--- config.mk ---
export PLATFORM = sky130hd
export DESIGN_NAME = student_id_receiver
export DESIGN_NICKNAME = d
export VERILOG_FILES = /design/src/rtl/student_id_receiver.sv
export SDC_FILE = /design/constraint.sdc
export NUM_CORES = 1
export LEC_CHECK = 0
export CAP_MARGIN = 20
export CORE_MARGIN = 8
export CORE_UTILIZATION = 55
export DETAILED_ROUTE_END_ITERATION = 16
export PLACE_DENSITY = 0.81
export SLEW_MARGIN = 15
export SYNTH_ARGS = -nofsm -noshare
export SYNTH_HDL_FRONTEND = slang
export SYNTH_SLANG_ARGS = --single-unit
--- constraint.sdc ---
create_clock -name clk -period 3 [get_ports clk]
set_input_delay 0.3 -clock clk [delete_from_list [all_inputs] [get_ports clk]]
set_output_delay 0.3 -clock clk [all_outputs]
set_load 0.01 [all_outputs]
--- src/rtl/student_id_receiver.sv ---
// Assembles an ASCII decimal ID from the UART RX byte stream and checks it against EXPECTED_ID.
// The digits are kept as BCD for the display path. Each frame reports either a match or an error class.
module student_id_receiver #(
  parameter int                  ID_LEN         = 10,
  parameter logic [8*ID_LEN-1:0] EXPECTED_ID    = 80'h32303234333131363638,
  parameter int                  TIMEOUT_CYCLES = 1000000
) (
  input  logic                  clk,
  input  logic                  rst,
  input  logic [7:0]            rx_data,
  input  logic                  rx_valid,
  output logic                  busy,
  output logic [3:0]            digit_count,
  output logic [4*ID_LEN-1:0]   id_bcd,
  output logic                  id_done,
  output logic                  id_match,
  output logic [1:0]            err_code
);

  localparam int BCD_W = 4 * ID_LEN;
  localparam int GAP_W = $clog2(TIMEOUT_CYCLES + 1);

  localparam logic [1:0] ERR_NONE     = 2'd0;
  localparam logic [1:0] ERR_MISMATCH = 2'd1;
  localparam logic [1:0] ERR_ILLEGAL  = 2'd2;
  localparam logic [1:0] ERR_TIMEOUT  = 2'd3;

  typedef enum logic [1:0] {
    S_IDLE    = 2'd0,
    S_COLLECT = 2'd1,
    S_CHECK   = 2'd2
  } state_e;

  function automatic logic [BCD_W-1:0] ascii_to_bcd(input logic [8*ID_LEN-1:0] ascii);
    logic [BCD_W-1:0] bcd;
    logic [7:0]       digit;
    bcd = '0;
    for (int i = 0; i < ID_LEN; i++) begin
      digit          = ascii[8*i +: 8] - 8'h30;
      bcd[4*i +: 4]  = digit[3:0];
    end
    return bcd;
  endfunction

  // Slot 0 (first digit received) sits in the most significant nibble.
  function automatic logic [BCD_W-1:0] put_digit(input logic [BCD_W-1:0] bcd,
                                                  input logic [3:0]       slot,
                                                  input logic [3:0]       nibble);
    logic [BCD_W-1:0] res;
    res = bcd;
    for (int i = 0; i < ID_LEN; i++) begin
      if (4'(i) == slot) begin
        res[4*(ID_LEN-1-i) +: 4] = nibble;
      end
    end
    return res;
  endfunction

  localparam logic [BCD_W-1:0] EXP_BCD   = ascii_to_bcd(EXPECTED_ID);
  localparam logic [GAP_W-1:0] LAST_GAP  = GAP_W'(TIMEOUT_CYCLES - 1);
  localparam logic [3:0]       LAST_SLOT = 4'(ID_LEN - 1);
  localparam state_e           FIRST_NXT = (ID_LEN == 1) ? S_CHECK : S_COLLECT;

  state_e           state_q, state_d;
  logic [3:0]       digit_count_q, digit_count_d;
  logic [BCD_W-1:0] id_bcd_q, id_bcd_d;
  logic             id_done_q, id_done_d;
  logic             id_match_q, id_match_d;
  logic [1:0]       err_code_q, err_code_d;
  logic [GAP_W-1:0] gap_q, gap_d;

  logic is_digit;
  logic id_equal;

  assign is_digit = (rx_data >= 8'h30) && (rx_data <= 8'h39);
  assign id_equal = (id_bcd_q == EXP_BCD);

  always_comb begin
    state_d       = state_q;
    digit_count_d = digit_count_q;
    id_bcd_d      = id_bcd_q;
    id_done_d     = 1'b0;
    id_match_d    = id_match_q;
    err_code_d    = err_code_q;
    gap_d         = gap_q;

    case (state_q)
      S_IDLE: begin
        // Terminators and junk between frames are ignored; only a digit opens a frame.
        if (rx_valid && is_digit) begin
          id_bcd_d      = put_digit('0, 4'd0, rx_data[3:0]);
          digit_count_d = 4'd1;
          id_match_d    = 1'b0;
          err_code_d    = ERR_NONE;
          gap_d         = '0;
          state_d       = FIRST_NXT;
        end
      end

      S_COLLECT: begin
        // A byte that arrives on the expiry cycle takes priority over the timeout.
        if (rx_valid) begin
          gap_d = '0;
          if (is_digit) begin
            id_bcd_d      = put_digit(id_bcd_q, digit_count_q, rx_data[3:0]);
            digit_count_d = digit_count_q + 4'd1;
            if (digit_count_q == LAST_SLOT) begin
              state_d = S_CHECK;
            end
          end else begin
            err_code_d = ERR_ILLEGAL;
            id_done_d  = 1'b1;
            state_d    = S_IDLE;
          end
        end else if (gap_q == LAST_GAP) begin
          err_code_d = ERR_TIMEOUT;
          id_done_d  = 1'b1;
          gap_d      = '0;
          state_d    = S_IDLE;
        end else begin
          gap_d = gap_q + 1'b1;
        end
      end

      S_CHECK: begin
        id_match_d = id_equal;
        err_code_d = id_equal ? ERR_NONE : ERR_MISMATCH;
        id_done_d  = 1'b1;
        state_d    = S_IDLE;
      end

      default: begin
        state_d = S_IDLE;
      end
    endcase
  end

  always_ff @(posedge clk or negedge rst) begin
    if (!rst) begin
      state_q       <= S_IDLE;
      digit_count_q <= '0;
      id_bcd_q      <= '0;
      id_done_q     <= 1'b0;
      id_match_q    <= 1'b0;
      err_code_q    <= ERR_NONE;
      gap_q         <= '0;
    end else begin
      state_q       <= state_d;
      digit_count_q <= digit_count_d;
      id_bcd_q      <= id_bcd_d;
      id_done_q     <= id_done_d;
      id_match_q    <= id_match_d;
      err_code_q    <= err_code_d;
      gap_q         <= gap_d;
    end
  end

  assign busy        = (state_q != S_IDLE);
  assign digit_count = digit_count_q;
  assign id_bcd      = id_bcd_q;
  assign id_done     = id_done_q;
  assign id_match    = id_match_q;
  assign err_code    = err_code_q;

endmodule

Word level (Yosys, flattened, before mapping)
Cells that the tools add are included.
{ "word_totals": {"latch_bits": 0, "inputBits": 11, "n_memories": 0, "ff_bits": 70, "ram_bits": 0, "rom_bits": 0} }
{ "classes": {"bitwise_logic": 0, "addsub": 2, "mul": 0, "n_lt_le_gt_ge": 2, "eq_ne": 30, "n_reduce_logical": 23, "n_div": 0, "n_mux": 40, "shift": 0} }
{ "ops": {"columns": ["cell", "count"], "rows": [
  ["2-to-1 mux 40 bit", 3],
  ["one-hot mux 40 bit (2 select lines)", 1],
  ["2-to-1 mux 20 bit", 3],
  ["2-to-1 mux 4 bit", 13],
  ["AND reduction 5 bit", 10],
  ["== test 40 x 38 -> 1 bit (second input constant)", 1],
  ["one-hot mux 20 bit (2 select lines)", 1],
  ["!= test 2 bit (second input constant)", 13],
  ["adder 20 x 1 -> 20 bit (second input constant)", 1],
  ["== test 20 bit (second input constant)", 1],
  ["2-to-1 mux 2 bit", 9],
  ["== test 3 x 4 -> 1 bit (first input constant)", 4],
  ["== test 2 x 4 -> 1 bit (first input constant)", 2],
  ["== test 4 bit (first input constant)", 2],
  ["greater-or-equal comparator 8 x 6 -> 1 bit (second input constant)", 1],
  ["less-or-equal comparator 8 x 6 -> 1 bit (second input constant)", 1],
  ["one-hot mux 4 bit (2 select lines)", 1],
  ["AND reduction 4 bit", 2],
  ["!= test 3 bit (second input constant)", 2],
  ["one-hot mux 2 bit (3 select lines)", 1],
  ["nonzero test 2 bit", 3],
  ["2-to-1 mux 1 bit", 5],
  ["adder 4 x 1 -> 4 bit (second input constant)", 1],
  ["== test 1 x 4 -> 1 bit (first input constant)", 1],
  ["12 further kinds", 15]
]} }

Longest topological paths before layout
Gate-level depths: netlist of the first run.
{ "depth": {"ltp_word": 5, "ltp_mapped": 8, "ltp_nobuf": 7} }

Least setup slack after synthesis of the first run
Ideal clock, no wire load.
{ "synth_path": {"path_type": "reg-to-reg", "startpoint": "register state_q[0]", "endpoint": "register id_bcd_q[0] (netlist: id_bcd[0])", "arrival_ns": 1.917, "synth_period_minus_slack_ns": 2.042, "required_time_ns": 2.875, "path_buffers": 1, "setup_ns": 0.125, "setup_slack_ns": 0.958, "path_stages_with_launch": 8, "cell_sequence": "dfrtp_1 inv_1 ha_1 clkbuf_1 inv_2 a2111oi_4 nand2_1 mux2_2"} }
{ "synth_between": {"elab_chain_cells": 3} }
{ "synth_lines": {"columns": ["element", "line", "rtl"], "rows": [
  ["from (decl)", "64", "state_e state_q, state_d;"],
  ["from (signal assigned)", "148", "state_q <= state_d;"],
  ["== test 2 x 1 -> 1 bit or zero test 2 bit (tied branches)", "87", "case (state_q)"],
  ["!= test 2 bit (no line) or nonzero test 2 bit (tied branches)", null, null],
  ["AND reduction 5 bit (no line)", null, null],
  ["to (signal assigned)", "150", "id_bcd_q <= id_bcd_d;"],
  ["to (decl)", "66", "logic [BCD_W-1:0] id_bcd_q, id_bcd_d;"]
]} }
Several ways; a longest one is shown, not always the timed one.
A chain may end at the register's enable or synchronous reset.

Worst setup path after layout of the first run
{ "layout_path": {"startpoint": "register gap_q[8]", "endpoint": "register gap_q[18]"} }
{ "layout_between": {"elab_chain_cells": 4} }
{ "layout_lines": {"columns": ["element", "line", "rtl"], "rows": [
  ["from (decl)", "70", "logic [GAP_W-1:0] gap_q, gap_d;"],
  ["from (signal assigned)", "154", "gap_q <= gap_d;"],
  ["adder 20 x 1 -> 20 bit or == test 20 bit (tied branches)", "121, 115", null],
  ["2-to-1 mux 20 bit (*)", "115", "end else if (gap_q == LAST_GAP) begin"],
  ["2-to-1 mux 20 bit (*)", "102", "if (rx_valid) begin"],
  ["one-hot mux 20 bit (2 select lines) (*)", "87", null]
]} }
Every way passes the cells marked *; elsewhere a longest branch is shown, timed or not.

==> impl_summary.txt, run 1 <==
----------------------------------------------------
[Finish]
  Number of diodes added for antenna fixing ... 0
  Synth-to-Final Area Change ... 22.85%
  Filler instances ... 525
  Cell area after layout ... 0.004710 mm²
  Post-Route Utilization ... 69.70%
  Fraction of final layout cells with drive strength greater than 1 ... approximately an eighth
  Net count of the finished layout ... 488
  Post-layout instance count excluding filler cells ... 550

[Yosys]
  Post-synth EDFFs ... 0
  Share of synthesized area occupied by flip-flops and latches ... 45.69%
  Gate Count Post-Synth ... roughly 400
  Number of synthesis warnings ... 0
  Count of unique library cells instantiated by Yosys ... 57
  Average footprint of a synthesized cell ... 9.608 µm²
  Fraction of registers with async set or reset after synthesis ... 100.0%
  Net count after synthesis ... 420
  Synth Register Bits ... 70
  Primary FF master, synth ... sky130_fd_sc_hd__dfrtp_1
  Cell area after synthesis ... 0.003834 mm²

[Drt]
  Detailed-route wire length per cell ... 18.76 µm
  Number of DRC violations after detailed-routing iteration 0 ... 231
  Detailed-router iteration count before antenna repair ... 4
  Number of nets with antenna violations after routing ... 0
  Vias ... 3396
  Sum of routed wire length over all layers ... just over 10 mm
  DRC errors left ... 0
  Post-DR vias/cell ... 6.175

[STA]
  Hold slack final ... 0.1606 ns
  Final worst path period share ... 79.03%
  Final-layout setup total negative slack ... 0 ns
  Actual transition at the worst max-transition pin ... 0.8826 ns
  Worst max-slew margin expressed relative to the limit ... 41.16%
  Number of max-slew violations in the final report ... 0
  Final Skew ... between 0.009 and 0.01 ns
  Final hold vios ... 0
  Min Tclk post-route ... 2.371 ns
  RSZ-0062 raised after global routing ... no
  Setup Viol. Count Final ... 0
  Max Freq ... 421.8 MHz

[CTS]
  Clock sinks ... 70
  Clock transition at the registers of the reported paths ... 0.07 ns
  Hold_buf cts ... 0
  Clock latency on the worst-skew pair ... between 0.3 and 0.4 ns
  Buffer depth of the longest clock path ... 2
  Number of buffers inserted during clock tree synthesis ... 9
  TritonCTS clock tree ... done
  # resized after CTS ... 0
  Count of H-tree levels built during CTS ... 3
  Root buffer cell ... sky130_fd_sc_hd__clkbuf_8
  Post-CTS Setup Bufs ... 0

[Critical path]
  Worst R2R End ... gap_q[18]
  Slack of the worst reg-to-reg path ... 0.63 ns
  WP data required ... between 3 and 4 ns
  Depth of the worst register-to-register path ... 6
  Launch instance of the worst register-to-register path ... gap_q[8]
  Data arrival, critical path ... 2.60 ns
  Worst setup SP type ... register
  Crit end category ... register
  Crit-path max FO ... 17
  Start-to-end type of the worst setup path ... reg2reg

[Floorplan]
  Area of the die ... a little under 0.01 mm²
  Die H ... around 99 µm
  Effective utilization at floorplan ... around 57%
  Core Area ... just under 0.007 mm²
  Standard-cell row count ... 30
  I/O pins ... 60
  Width of the die ... 99.49 µm

[Power and ir drop]
  Static leakage power ... 2.065 nW
  Worst IR drop on VDD ... between 0.4 and 0.5 mV
  Sw Share ... 38.30%
  Logic pwr share ... 41.0%
  Net switching power figure ... 1.232 mW
  Cell area power density ... 682.9 mW/mm²
  Fraction of power consumed by sequential logic ... 38.7%
  Cell-internal power ... between 1.5 and 2 mW
  Clock Power Share ... 20.3%

[Run]
  Number of violations of the max-capacitance limit ... 0

[GRT]
  Pin count of the biggest net entering global routing ... 71
  Remaining Overflow, GRT ... 0
  Number of antenna violations at the first check in global routing ... 0
  Vias in the first global route ... between 3000 and 4000
  Global Route Usage Sum ... 21.62%
  First-pass GRT wire length ... 17.30 mm

[Placement]
  HPWL reported at the end of detailed placement ... 7.504 mm
  Port Buffer Count ... 59
  Placement Cell Area ... 0.004547 mm²
  Inst Count DP ... 536
  GP Congestion ... 0.8384

[Min path]
  Hold Path Class ... in2async

[Outcome]
  Status ... completed

----------------------------------------------------
==> cell families after synthesis <==
| kind of cell | after synthesis | synth area share, % |
|---|---|---|
| buf+inv | 31 | 3.753 |
| mux | 17 | 5.059 |
| flops | 70 | 45.69 |
| xor+xnor | 1 | 0.2285 |
| fa+ha+maj | 10 | 3.264 |
| compound gates | 120 | 20.95 |
| simple gates | 150 | 21.05 |
==> registers in the layout, summed over array words and instances (netlist names) <==
name,flops
gap_q,20
state_q,2
digit_count,4
id_done,1
id_match,1
err_code,2
id_bcd,40
==> cells in the final DEF (no fill, tap or decap), types with 6 or more instances in the layout <==
cell type                         count
sky130_fd_sc_hd__and2_1               6
sky130_fd_sc_hd__nand2_1             64
sky130_fd_sc_hd__nor4b_1              7
sky130_fd_sc_hd__o21ai_0             47
sky130_fd_sc_hd__dfrtp_1             70
sky130_fd_sc_hd__and3_1               7
sky130_fd_sc_hd__mux2_2              15
sky130_fd_sc_hd__a22oi_1             16
sky130_fd_sc_hd__a21oi_1             10
sky130_fd_sc_hd__a31oi_1              8
sky130_fd_sc_hd__or4_1                8
sky130_fd_sc_hd__buf_4               15
sky130_fd_sc_hd__nor2_1              16
sky130_fd_sc_hd__a22o_1              14
sky130_fd_sc_hd__ha_1                10
sky130_fd_sc_hd__clkbuf_8            10
sky130_fd_sc_hd__clkdlybuf4s50_1     58
sky130_fd_sc_hd__inv_1               13
sky130_fd_sc_hd__nand3_1             11
==> how the worst max path moves through the flow <==
stage,startpoint,end,slack [ns],cells after the start
after CTS,gap_q[8],gap_q[18],0.64,6
after global placement,rx_data[4],id_bcd[1],0.53,5
after floorplan,state_q[0],id_bcd[0],0.96,7
final,gap_q[8],gap_q[18],0.63,6
after global routing,state_q[1],id_bcd[5],0.50,7
after detailed placement,rx_data[4],id_bcd[5],0.49,5
==> synth_stat cells, types with 2 or more instances <==
library cell,n,area share (%)
sky130_fd_sc_hd__nor4bb_1,2,0.52
sky130_fd_sc_hd__a31oi_1,8,1.3
sky130_fd_sc_hd__nand2b_1,2,0.33
sky130_fd_sc_hd__o41ai_1,2,0.46
sky130_fd_sc_hd__nor2_1,16,1.6
sky130_fd_sc_hd__ha_1,10,3.3
sky130_fd_sc_hd__nor2b_1,4,0.65
sky130_fd_sc_hd__dfrtp_1,70,46
sky130_fd_sc_hd__nand2_1,64,6.3
sky130_fd_sc_hd__nor4_1,5,0.82
sky130_fd_sc_hd__a21oi_1,10,1.3
sky130_fd_sc_hd__nand3_1,11,1.4
sky130_fd_sc_hd__o21ai_2,2,0.46
sky130_fd_sc_hd__a22o_1,14,3.2
sky130_fd_sc_hd__a21o_1,3,0.59
sky130_fd_sc_hd__o21ai_0,47,6.1
sky130_fd_sc_hd__inv_1,13,1.3
sky130_fd_sc_hd__and2_1,6,0.98
sky130_fd_sc_hd__nand4_1,5,0.82
sky130_fd_sc_hd__a22oi_1,16,3.1
sky130_fd_sc_hd__and3_1,7,1.1
sky130_fd_sc_hd__clkbuf_1,13,1.3
sky130_fd_sc_hd__nor4b_1,7,1.6
sky130_fd_sc_hd__nand4b_1,2,0.46
sky130_fd_sc_hd__mux2_2,15,4.4
sky130_fd_sc_hd__or4_1,8,1.6
sky130_fd_sc_hd__o21ai_1,5,0.65
sky130_fd_sc_hd__nor3_1,2,0.26
sky130_fd_sc_hd__o21a_1,2,0.39
==> per-stage QoR <==
step	setup slack, ns	power (mW)
floorplan	0.9584	2.005
global placement	0.5346	2.525
detailed placement	0.4865	2.574
CTS	0.6350	3.227
global route	0.4981	3.415
finish	0.6290	3.216
==> power by group through the flow <==
stage / clock network, mW / registers (mW) / logic (mW)
2_1_floorplan: 0 / 1.27 / 0.734
3_3_place_gp: 0 / 1.25 / 1.28
3_5_place_dp: 0 / 1.26 / 1.32
4_1_cts: 0.658 / 1.24 / 1.33
5_1_grt: 0.703 / 1.26 / 1.45
6_report: 0.652 / 1.25 / 1.32
==> worst max-delay path, cell delays in order (launching register included) <==
cell and delay, ns:
sky130_fd_sc_hd__dfrtp_1 0.45, sky130_fd_sc_hd__or4b_4 0.57, sky130_fd_sc_hd__nor4_4 0.32, sky130_fd_sc_hd__a21o_1 0.29
sky130_fd_sc_hd__buf_4 0.27, sky130_fd_sc_hd__o21ai_1 0.10, sky130_fd_sc_hd__mux2_2 0.26
==> area by class of cell <==
cell class              count  area [µm²]  share of cell area [%]
clock buffers              10       137.6                   2.922
clock inverters             4       25.02                  0.5313
inverters                  14       52.55                   1.116
multi-input cells         298        1944                   41.29
flip-flops and latches     70        1752                   37.19
well taps                  80       100.1                   2.125
repair buffers             74       698.2                   14.82
==> per-layer routing <==
layer | GRT usage (%) | vias to the layer above | routed length (µm)
met2 | 34.71 | 103 | 5004
met5 | 0 | - | 0
met1 | 27.84 | 1661 | 4587
li1 | - | 1607 | -
met4 | 6.985 | 0 | 202
met3 | 5.447 | 25 | 524
Note: power is estimated with default switching activity, not from simulation.
==> run 2: changes to the inputs <==
CORE_UTILIZATION = 54   (was 55)
PLACE_DENSITY = 0.8   (was 0.81)
clock period = 2.2 ns   (was 3 ns; I/O delays follow)
==> run 2 against run 1 <==
Sequential share of layout area decreased by 2.5 points. Die area up 1.5%. Critical path type unchanged. Worst setup slack worse by 0.58 ns. Design area rose by 7.3%. Critical path depth unchanged. Via count rose by 3.7%. Sequential power increased by 35%. Largest cell class unchanged. Routed wire length is 3.1% higher. Worst hold slack improved by 0.27 ns. Clock skew grew 0.00069 ns. Sequential cell count unchanged.
==> impl_summary.txt, run 2 (same netlist as run 1, synthesis figures left out) <==
----------------------------------------------------
[CTS]
  Number of buffers inserted during clock tree synthesis ... 9 (unchanged)
  Buffer depth of the longest clock path ... 2 (unchanged)
  Clock transition at the registers of the reported paths ... 0.08 ns (about the same)
  Clock latency on the worst-skew pair ... 0.35 ns (about the same)
  Root buffer cell ... sky130_fd_sc_hd__clkbuf_8
  Clock sinks ... 70 (unchanged)
  Count of H-tree levels built during CTS ... 3 (unchanged)
  TritonCTS clock tree ... done

[Critical path]
  Start-to-end type of the worst setup path ... reg2reg
  Depth of the worst register-to-register path ... 6 (unchanged)
  Slack of the worst reg-to-reg path ... 0.05 ns (-0.58 ns)
  Launch instance of the worst register-to-register path ... id_bcd[8]
  Crit end category ... register
  Cells along the critical path ... nor4b_2 > buf_4 > nand4_1 > or4_1 > a211o_1 > nand2_1
  Data arrival, critical path ... 2.44 ns (-0.16 ns)
  Cell with the biggest individual delay on the critical path ... sky130_fd_sc_hd__or4_1
  Crit-path max FO ... 2 (-15)
  WP data required ... 2.49 ns (-0.74 ns)
  Worst R2R End ... id_match
  Worst setup SP type ... register
  Delay of the slowest critical-path stage ... 0.66 ns (+0.09 ns)

[Run]
  Number of violations of the max-capacitance limit ... 0 (unchanged)

[GRT]
  Vias in the first global route ... 3463 (-0.40%)
  Global Route Usage Sum ... 21.50% (-0.12 points)
  Number of antenna violations at the first check in global routing ... 0 (unchanged)
  Remaining Overflow, GRT ... 0 (unchanged)
  First-pass GRT wire length ... 17.35 mm (+0.32%)
  Pin count of the biggest net entering global routing ... 71 (unchanged)

[Drt]
  Number of DRC violations after detailed-routing iteration 0 ... 180 (-22%)
  Detailed-route wire length per cell ... 17.88 µm (-4.7%)
  Number of nets with antenna violations after routing ... 0 (unchanged)
  DRC errors left ... 0 (unchanged)
  Sum of routed wire length over all layers ... 10.64 mm (+3.1%)
  Vias ... 3520 (+3.7%)
  Detailed-router iteration count before antenna repair ... 4 (unchanged)
  Post-DR vias/cell ... 5.916 (-4.2%)

[Finish]
  Number of diodes added for antenna fixing ... 0 (unchanged)
  Post-Route Utilization ... 73.99% (+4.3 points)
  Area of the multi-input gates ... 0.001983 mm² (+2.0%)
  Filler instances ... 504 (-4.0%)
  Largest register FFs ... 40 (unchanged)
  Most used cells in the layout excluding fill and tap cells ... sky130_fd_sc_hd__dfrtp_1, sky130_fd_sc_hd__nand2_1, sky130_fd_sc_hd__clkdlybuf4s50_1
  Post-layout instance count excluding filler cells ... 595 (+8.2%)
  Most common cell after layout, fill and taps aside ... sky130_fd_sc_hd__dfrtp_1
  FF+latch area ... 0.001752 mm² (unchanged)
  Synth-to-Final Area Change ... 31.85%
  Cell area after layout ... 0.005055 mm² (+7.3%)
  Fraction of final layout cells with drive strength greater than 1 ... 19.04% (+6.5 points)
  Net count of the finished layout ... 515 (+5.5%)

[STA]
  Final Skew ... 0.009802 ns (+0.0006921 ns)
  Worst max-slew margin expressed relative to the limit ... 67.38% (+26 points)
  Min Tclk post-route ... 2.147 ns (-0.2244 ns)
  Number of max-slew violations in the final report ... 0 (unchanged)
  Final-layout setup total negative slack ... 0 ns (unchanged)
  Hold slack final ... 0.4279 ns (+0.2673 ns)
  Max Freq ... 465.8 MHz (+10%)
  RSZ-0062 raised after global routing ... no
  Final hold vios ... 0 (unchanged)
  Setup Viol. Count Final ... 0 (unchanged)
  Final worst path period share ... 97.58% (+19 points)
  Actual transition at the worst max-transition pin ... 0.4827 ns (-0.3999 ns)
  Setup slack of the critical path after layout ... 0.05333 ns (-0.5756 ns)

[Power and ir drop]
  Cell-internal power ... 2.970 mW (+50%)
  Worst IR drop on VDD ... 0.7124 mV (+71%)
  Sw Share ... 36.82% (-1.5 points)
  Fraction of power consumed by sequential logic ... 35.9% (-2.8 points)
  Net switching power figure ... 1.731 mW (+41%)
  Logic pwr share ... 40.1% (-0.9 points)
  Clock Power Share ... 24.0% (+3.7 points)
  Static leakage power ... 2.241 nW (+8.5%)
  Cell area power density ... 930.1 mW/mm² (+36%)
  Post-layout power ... 4.701 mW (+46%)

[Floorplan]
  Die H ... 100.3 µm (+0.77%)
  Core Area ... 0.006832 mm² (+1.1%)
  Effective utilization at floorplan ... 56.12% (-0.62 points)
  Area of the die ... 0.01005 mm² (+1.5%)
  Standard-cell row count ... 30 (unchanged)
  I/O pins ... 60 (unchanged)
  Width of the die ... 100.3 µm (+0.77%)

[Outcome]
  Status ... completed

[Placement]
  HPWL reported at the end of detailed placement ... 7.561 mm (+0.76%)
  Post-Place Worst Slack ... -0.1227 ns (-0.6092 ns)
  Placement Cell Area ... 0.004772 mm² (+5.0%)
  GP Congestion ... 0.8881 (+5.9%)
  Inst Count DP ... 576 (+7.5%)
  Port Buffer Count ... 59 (unchanged)

[Min path]
  Hold Path Class ... in2async

----------------------------------------------------
[run 2: cell types whose count changed in the layout (fill, tap and decap cells not counted), sizes merged]
cell / change
dlygate4sd3: +1
clkinv: -1
buf: +26
clkbuf: +2
bufinv: +1
[run 2: worst max path at each step]
stage / from / endpoint / cells after the start / slack, ns
floorplan: state_q[0] / id_bcd[0] / 7 / 0.16
global placement: rx_data[4] / id_bcd[14] / 7 / -0.06
detailed placement: rx_data[4] / id_bcd[28] / 7 / -0.12
CTS: gap_q[8] / err_code[0] / 6 / 0.005
global route: state_q[1] / id_bcd[12] / 8 / 0.009
finish: id_bcd[8] / id_match / 6 / 0.05
[run 2: layout make-up]
| class | instances | area share (%) |
|---|---|---|
| inverters | 14 | 1.040 |
| clock inverters | 4 | 1.064 |
| flip-flops and latches | 70 | 34.65 |
| clock buffers | 12 | 3.267 |
| repair buffers | 101 | 18.37 |
| well taps | 96 | 2.376 |
| multi-input cells | 298 | 39.23 |
[run 2: metal layers]
metal | track usage (%) | share of wire (%) | routed length (µm) | vias to the layer above
li1 | - | - | - | 1662
met1 | 26.96 | 44 | 4633 | 1737
met2 | 35.28 | 49 | 5264 | 106
met3 | 5.536 | 5.2 | 551 | 15
met4 | 6.744 | 1.8 | 187 | 0
met5 | 0 | 0 | 0 | -
[run 2: worst max-delay path, delay by kind of cell (launching register included)]
family / cells / cell delay (ns)
buf+inv: 1 / 0.18
simple gates: 4 / 1.20
compound gates: 1 / 0.31
flops: 1 / 0.40
[run 2: what timing repair did]
item | CTS | global route
pin swaps | 0 | 3
resized for setup | 1 | 8
endpoints found under the hold margin | 70 | 0
setup buffers | 0 | 2
setup endpoints to repair | 2 | 10
hold buffers | 1 | 0
[run 2: power groups by stage]
stage	clock network (mW)	registers, mW	logic (mW)
detailed placement	0	1.70	1.84
finish	1.13	1.69	1.89
global placement	0	1.70	1.78
CTS	1.13	1.68	1.86
floorplan	0	1.73	1.00
global route	1.19	1.71	2.06
